===== config.mk =====
export PLATFORM = sky130hd
export DESIGN_NAME = vend_seq_ctrl
export DESIGN_NICKNAME = d
export VERILOG_FILES = /design/src/rtl/vend_seq_ctrl.sv
export SDC_FILE = /design/constraint.sdc
export NUM_CORES = 1
export LEC_CHECK = 0
export ABC_CLOCK_PERIOD_IN_PS = 2800
export BUFFER_PORTS_ARGS = -buffer_cell sky130_fd_sc_hd__buf_4
export CAP_MARGIN = 20
export CORE_AREA = 2 2 60 62
export DETAILED_ROUTE_END_ITERATION = 8
export DIE_AREA = 0 0 62 64
export PLACE_DENSITY = 0.61
export SLEW_MARGIN = 40
export SYNTH_ARGS = -nofsm -noshare
export SYNTH_HDL_FRONTEND = slang
export SYNTH_SLANG_ARGS = --single-unit
export TNS_END_PERCENT = 10

===== constraint.sdc =====
create_clock -name clk -period 2.8 [get_ports clk]
set_input_delay 0.56 -clock clk [delete_from_list [all_inputs] [get_ports clk]]
set_output_delay 0.56 -clock clk [all_outputs]
set_load 0.005 [all_outputs]

===== src/rtl/vend_seq_ctrl.sv =====
// Drink dispenser sequencer: collects nickel/dime/quarter credit, runs the vend
// req/ack handshake and pays change back as dime-first coin pulses.
//
// state   | meaning
// IDLE    | no credit, waiting for a first coin
// COLLECT | credit below price, accepting coins or cancel
// VEND    | vend_req held until the dispenser acks
// CHANGE  | returning remaining credit, one coin per cycle
module vend_seq_ctrl #(
    parameter int PRICE_NK = 5,
    parameter int MAX_NK   = 15,
    parameter int CW       = 5
) (
    input  logic          clk,
    input  logic          reset,
    input  logic          n,
    input  logic          d,
    input  logic          q,
    input  logic          cancel,
    input  logic          vend_ack,
    output logic          vend_req,
    output logic          chg_n,
    output logic          chg_d,
    output logic          coin_rej,
    output logic          busy,
    output logic [CW-1:0] credit
);

    localparam logic [1:0] IDLE    = 2'd0;
    localparam logic [1:0] COLLECT = 2'd1;
    localparam logic [1:0] VEND    = 2'd2;
    localparam logic [1:0] CHANGE  = 2'd3;

    localparam logic [CW-1:0] PRICE_C = CW'(PRICE_NK);
    localparam logic [CW:0]   PRICE_W = (CW+1)'(PRICE_NK);
    localparam logic [CW:0]   MAX_W   = (CW+1)'(MAX_NK);

    logic [1:0]    state, state_nx;
    logic [CW-1:0] credit_nx;
    logic [CW:0]   coin_val, sum;
    logic          coin_any, coin_one, coin_ok;
    logic          chg_n_nx, chg_d_nx, rej_nx;

    always_comb begin
        coin_any = n | d | q;
        // odd parity excludes two coins; n&d excludes the all-three case
        coin_one = (n ^ d ^ q) & ~(n & d);
        coin_val = q ? (CW+1)'(5) : (d ? (CW+1)'(2) : (CW+1)'(1));
        sum      = {1'b0, credit} + coin_val;
        coin_ok  = coin_one && ((state == IDLE) || (state == COLLECT)) && (sum <= MAX_W);
        rej_nx   = coin_any && !coin_ok;

        state_nx  = state;
        credit_nx = credit;
        chg_n_nx  = 1'b0;
        chg_d_nx  = 1'b0;

        case (state)
            IDLE, COLLECT: begin
                if (coin_ok) begin
                    credit_nx = sum[CW-1:0];
                    state_nx  = (sum >= PRICE_W) ? VEND : COLLECT;
                end
                // an accepted coin on the cancel cycle is refunded with the rest
                if ((state == COLLECT) && cancel)
                    state_nx = CHANGE;
            end
            VEND: begin
                if (vend_ack) begin
                    credit_nx = credit - PRICE_C;
                    state_nx  = (credit == PRICE_C) ? IDLE : CHANGE;
                end
            end
            CHANGE: begin
                if (credit >= CW'(2)) begin
                    chg_d_nx  = 1'b1;
                    credit_nx = credit - CW'(2);
                end else if (credit == CW'(1)) begin
                    chg_n_nx  = 1'b1;
                    credit_nx = credit - CW'(1);
                end
                if (credit_nx == '0)
                    state_nx = IDLE;
            end
            default: state_nx = IDLE;
        endcase
    end

    always_ff @(posedge clk or negedge reset) begin
        if (!reset) begin
            state    <= IDLE;
            credit   <= '0;
            vend_req <= 1'b0;
            chg_n    <= 1'b0;
            chg_d    <= 1'b0;
            coin_rej <= 1'b0;
        end else begin
            state    <= state_nx;
            credit   <= credit_nx;
            vend_req <= (state_nx == VEND);
            chg_n    <= chg_n_nx;
            chg_d    <= chg_d_nx;
            coin_rej <= rej_nx;
        end
    end

    assign busy = (state == VEND) || (state == CHANGE);

endmodule


==> results of run 1 <==
==> Yosys cell counts (2+ instances only) <==
master / n / area (µm²)
a211o_1: 2 / 17.5
o22ai_1: 4 / 25.0
ha_1: 12 / 150
inv_1: 12 / 45.0
o32ai_1: 2 / 17.5
xor2_1: 2 / 17.5
nor2b_1: 6 / 37.5
dfrtp_1: 11 / 275
and3_1: 2 / 12.5
nand2b_1: 2 / 12.5
o211ai_1: 2 / 15.0
buf_2: 2 / 10.0
clkbuf_1: 3 / 11.3
nor3_1: 3 / 15.0
a21oi_1: 11 / 55.1
a31oi_1: 3 / 18.8
nor2_1: 13 / 48.8
a21o_1: 4 / 30.0
nand4_1: 2 / 12.5
nand2_1: 10 / 37.5
o21ai_0: 3 / 15.0
==> per-layer routing <==
| metal | up-vias | wire length (µm) | track usage (%) |
|---|---|---|---|
| met5 | - | 0 | 0 |
| met4 | 0 | 53 | 7.18 |
| met3 | 6 | 109 | 2.63 |
| met2 | 28 | 1650 | 31.0 |
| met1 | 554 | 1310 | 21.3 |
| li1 | 562 | - | - |
==> registers in the layout, indices dropped and copies added (netlist names) <==
| register | flops |
|---|---|
| chg_d | 1 |
| chg_n | 1 |
| coin_rej | 1 |
| credit | 5 |
| state | 2 |
| vend_req | 1 |
==> timing repair <==
item,4_1_cts,5_1_grt
endpoints found under the setup margin,0,1
gates resized for setup,0,1
hold buffers,0,0
==> how the worst min path moves through the flow <==
stage | slack [ns] | from | end | cells after the start
2_1_floorplan | 0.26 | reset | chg_d | 0
3_3_place_gp | 0.40 | reset | coin_rej | 1
3_5_place_dp | 0.41 | reset | coin_rej | 1
4_1_cts | 0.10 | reset | state[0] | 1
5_1_grt | 0.10 | reset | state[0] | 1
6_report | 0.10 | reset | credit[3] | 1
==> per-stage QoR <==
step	hold slack [ns]	power (µW)	utilization (%)	instances	area (µm²)
3_5_place_dp	0.406	1600	43.3	211	1420
5_1_grt	0.101	1910	44.1	215	1450
2_1_floorplan	0.264	1130	-	137	1140
3_3_place_gp	0.402	1560	43.3	211	1420
4_1_cts	0.104	1720	44.1	215	1450
6_report	0.102	1720	44.1	215	1450
==> worst reg2reg max path: cells and delay by family, from the launching register on <==
family	cells	cell delay, ns
AOI/OAI and AO/OA	3	0.84
adders and majority gates	1	0.56
and+or+nand+nor	1	0.49
DFF	1	0.42
buffers and inverters	2	0.17
==> power groups by stage <==
stage               Sequential (µW)  Combinational [µW]  Clock, µW
finish                          342                1270        113
global route                    359                1430        127
CTS                             342                1260        117
detailed placement              345                1250          0
global placement                345                1220          0
floorplan                       305                 823          0
==> kinds of logic (layout without fill, tap and decap cells) <==
family,Yosys count,in the layout
AND/OR/NAND/NOR,47,47
AO/OA/AOI/OAI,44,44
buffers and inverters,17,49
adder cells (fa/ha/maj),13,13
flip-flops,11,11
XOR/XNOR,3,3
multiplexers,2,2
==> cell type report <==
cell class | instances | area [µm²]
Tap cell | 46 | 57.6
Sequential cell | 11 | 275
Timing Repair Buffer | 33 | 248
Inverter | 12 | 45.0
Clock buffer | 4 | 26.3
Fill cell | 345 | 1840
Multi-Input combinational cell | 109 | 797
==> run_results.csv, run 1 <==
group,metric,value,unit
setup_path,crit_path_max_incr_delay,0.49,ns
power,p_int,903,µW
logic_synthesis,synth_edf_count,0,
timing,setup_viol,0,
setup_path,worstSetupPathType,"in -> reg",
clock_network,path_clk_slew,0.08,ns
timing,rsz0062_at_grt,"false",
drt,vias,1150,
logic_synthesis,synth_xor_area_share,2.35,%
logic_synthesis,synth_area,0.00112,mm²
drt,drt_iter0_drc,91,
power,p_leak,0.000713,µW
power,seqPwrFrac,19.9,%
finish,area_growth,29.4,%
logic_synthesis,yosys.area_share.simple,22.6,%
timing,slew_violations,0,
power,pwr-share-comb,73.6,%
timing,min_period_over_period,96.5,%
logic_synthesis,synth_top_family_by_area,"compound AO/OA/AOI/OAI gates",
clock_network,cts_buffers,3,
timing,finalWorstSetupSlack,0.0988,ns
logic_synthesis,ys_seq_elements,11,
setup_path,crit_path_end_kind,"flip-flop",
setup_path,start_kind,"input pin",
grt,overflow,0,
setup_path,r2r_cells,7,
grt,grt_pass1_vias,1208,
setup_path,crit_buf_inv,4,
power,max-vdd-ir-drop,0.264,mV
clock_network,clock_latency,0.27,ns
setup_path,path_delay_family,"compound AO/OA/AOI/OAI gates",
min_path,hold_path.class,"in -> async",
drt,antenna_left,0,
run,drv_cap,0,
power,p_sw_share,47.6,%
logic_synthesis,synth_compound_area_share,27.5,%
setup_path,crit_end,"state[1]",
finish,drive_above_1_share,27.2,%
grt,grt_max_degree,14,
setup_path,crit_path_start,"q",
setup_path,path_depth,11,
setup_path,crit_top_cell,"inv_1",
finish,layout_commonest_cell,"buf_4",
grt,grt_usage,17.9,%
grt,grt_pass1_wl,5420,µm
timing,slew_headroom,71.5,%
drt,wl_per_cell,14.5,µm
timing,worst_slew_pin_slew,0.427,ns
setup_path,worst-r2r-setup-slack,0.21,ns
timing,hold_violations,0,
floorplanning,dieArea,0.00397,mm²
timing,fin_skew,0.0134,ns
floorplanning,fp.coreArea,0.00328,mm²
timing,fmax,370,MHz
placed_design,port_buffers,16,
floorplanning,boundaryPins,17,
finish,diodes,0,
drt,drcViolationCount,0,
timing,setup_tns,0,ns
clock_network,post_cts_buffers,0,
power,power_switching,820,µW
setup_path,crit_path_max_fanout,3,
setup_path,cp.arrival,2.87,ns
outcome,outcome,"finished clean",
placed_design,place_ws,-0.202,ns
placed_design,place.gp.congestion,0.865,
drt,via_per_inst,5.35,
logic_synthesis,muxShareOfSynthArea,1.90,%
drt,drt-total-wl,3120,µm
clock_network,cts.path.max_buffers,2,
floorplanning,initial_core_util,34.1,%
clock_network,h-tree-depth,1,
logic_synthesis,synth_ff_type,"dfrtp_1",
logic_synthesis,syn_inst,137,
timing,min_period,2.70,ns
grt,antenna_found_initial,0,
setup_path,worst_path_max_delay_cell,"fa_1",
logic_synthesis,synth-warning-count,0,
clock_network,cts_tree,"yes",
setup_path,path_cells,"buf_4 > inv_1 > nand2_2 > ha_4 > inv_1 > fa_1 > inv_1 > o32a_1 > a2bb2oi_1 > or4b_4 > a2111o_1",
placed_design,dp_hpwl,2480,µm
floorplanning,die_x,62,µm
power,pwr-share-clk,6.6,%
clock_network,clock_sinks,11,
setup_path,timing.rr.start,"credit[1]",
clock_network,clock_tree.root_cell,"clkbuf_4",
logic_synthesis,seq_area_frac_synth,24.6,%
logic_synthesis,synth.distinct_cells,47,
finish,final_cell_mix,"33 x buf_4, 13 x nor2_1, 12 x inv_1",
floorplanning,die_h,64,µm
setup_path,r2r_end,"state[1]",
finish,fin_nets,190,
logic_synthesis,avgSynthCellArea,8.17,µm²
logic_synthesis,synth_fa_ha_area_share,15.2,%
power,powerDensity,1190,mW/mm²
logic_synthesis,syn_nets,157,
setup_path,worstPathRequired,2.96,ns
logic_synthesis,synth_async_sr_flop_share,100,%
drt,drtPass1Iterations,4,
floorplanning,core.rowCount,21,
Note: power is estimated with default switching activity, not from simulation.
==> run 2: changes to the inputs <==
Settings changed: CELL_PAD_IN_SITES_DETAIL_PLACEMENT set to 0, CELL_PAD_IN_SITES_GLOBAL_PLACEMENT set to 2, CORE_AREA 2 2 60 62 to 2 2 65 67, DIE_AREA 0 0 62 64 to 0 0 67 69, PLACE_DENSITY 0.61 to 0.79.
==> run 2 against run 1 <==
Compared with the run above: first-iteration DRC count down 19%; design area up 1.5%; global-route usage down 1.5 points; worst setup slack worse by 0.083 ns; power up 5.3%; register-to-register slack worse by 0.04 ns; critical path depth up 1; non-clock buffer count down 1; clock power up 49%; via count up 1.5%; utilization down 6.6 points; sequential cell count unchanged; largest cell class unchanged; largest power group unchanged.
==> run_results.csv, run 2 (same netlist as run 1, synthesis figures left out) <==
group,metric,value,unit
finish,final_cells,218,
placed_design,dp_hpwl,2670,µm
floorplanning,boundaryPins,17,
timing,hold-worst-slack,0.141,ns
floorplanning,dieArea,0.00462,mm²
drt,drtPass1Iterations,4,
placed_design,place.gp.congestion,0.899,
drt,wl_per_cell,15.8,µm
floorplanning,initial_core_util,28.6,%
clock_network,cts.path.max_buffers,2,
placed_design,place_ws,-0.235,ns
grt,grt_usage,16.4,%
timing,finalWorstSetupSlack,0.0158,ns
timing,fmax,359,MHz
clock_network,hold_buffers,0,
clock_network,cts_tree,"yes",
setup_path,worstSetupPathType,"in -> reg",
drt,drt-total-wl,3450,µm
setup_path,r2r_cells,9,
setup_path,crit_path_end_kind,"flip-flop",
timing,fin_skew,0.00299,ns
setup_path,worst-r2r-setup-slack,0.17,ns
placed_design,port_buffers,16,
grt,grt_max_degree,14,
clock_network,path_clk_slew,0.05,ns
finish,final_cell_mix,"32 x buf_4, 13 x nor2_1, 12 x inv_1",
drt,antenna_left,0,
setup_path,cp.arrival,2.91,ns
finish,diodes,0,
clock_network,clock_tree.root_cell,"clkbuf_8",
clock_network,clock_sinks,11,
timing,min_period_over_period,99.4,%
floorplanning,die_h,69,µm
floorplanning,core.rowCount,23,
setup_path,r2r_end,"state[1]",
outcome,outcome,"finished clean",
clock_network,clock_latency,0.24,ns
timing,slew_headroom,67.0,%
timing,min_period,2.78,ns
clock_network,h-tree-depth,1,
placed_design,dp.cells,214,
drt,drt_iter0_drc,74,
finish,largest_reg_flops,5,
finish,top_register,"credit",
grt,grt_pass1_wl,5710,µm
setup_path,timing.rr.start,"credit[0]",
clock_network,cts_repair_resize_count,0,
power,max-vdd-ir-drop,0.473,mV
finish,area_growth,31.3,%
drt,via_per_inst,5.35,
timing,rsz0062_at_grt,"true",
timing,worst_slew_pin_slew,0.488,ns
min_path,hold_path.class,"in -> async",
drt,vias,1167,
timing,setup_tns,0,ns
finish,fin_nets,189,
floorplanning,fp.coreArea,0.00391,mm²
timing,setup_viol,0,
grt,overflow,0,
timing,hold_violations,0,
timing,slew_violations,0,
grt,grt_pass1_vias,1139,
finish,drive_above_1_share,27.4,%
grt,antenna_found_initial,0,
run,drv_cap,0,
power,powerDensity,1230,mW/mm²
finish,layout_commonest_cell,"buf_4",
setup_path,start_kind,"input pin",
clock_network,post_cts_buffers,0,
setup_path,crit_path_max_fanout,3,
setup_path,worstPathRequired,2.93,ns
power,finalPower,1810,µW
drt,drcViolationCount,0,
floorplanning,die_x,67,µm
power,p_leak,0.000717,µW
finish,reg_top3,"credit x5, state x2",
clock_network,cts_buffers,3,
## run 2: changes by cell type in the layout (fill, tap and decap cells not counted), sizes merged
| cell | delta |
|---|---|
| buf | -1 |
## run 2: power breakdown
part | total, µW | switching [µW] | internal (µW)
clock | 168 | 67.5 | 101
sequential | 349 | 118 | 231
combinational | 1300 | 671 | 625
## run 2: final cells by class
class,instances,area (µm²)
repair buffers,32,240
clock buffers,4,45.0
multi-input cells,109,802
flip-flops and latches,11,275
inverters,12,45.0
well taps,50,62.6
fillers,427,2440
## run 2: critical path, cell delays in order
cell and delay, ns:
buf_4 0.09, inv_1 0.05, nand2_2 0.11, ha_4 0.14
inv_1 0.04, fa_1 0.50, nor2b_2 0.17, nor2_1 0.06
o32a_1 0.19, a2bb2oi_1 0.14, or4b_4 0.49, a2111o_1 0.37
## run 2: per-stage QoR
stage	util, %	area (µm²)
after floorplan	-	1140
after global placement	36.3	1420
after detailed placement	36.3	1420
after CTS	37.4	1460
after global routing	37.6	1470
final	37.6	1470
## run 2: per-layer routing
layer | track usage, % | part of all wire (%) | vias up | wire [µm]
met4 | 6.12 | 1.6 | 0 | 54
met2 | 26.5 | 48 | 28 | 1660
met5 | 0 | 0 | - | 0
li1 | - | - | 569 | -
met1 | 21.5 | 45 | 565 | 1570
met3 | 2.94 | 4.8 | 5 | 167
## run 2: how the worst max path moves through the flow
stage | start | to | slack, ns | depth (start not counted)
3_5_place_dp | q | state[1] | -0.23 | 11
4_1_cts | q | state[1] | 0.02 | 11
3_3_place_gp | q | state[1] | -0.13 | 11
5_1_grt | q | state[1] | -0.06 | 12
6_report | q | state[1] | 0.02 | 12
2_1_floorplan | q | state[1] | 0.02 | 10
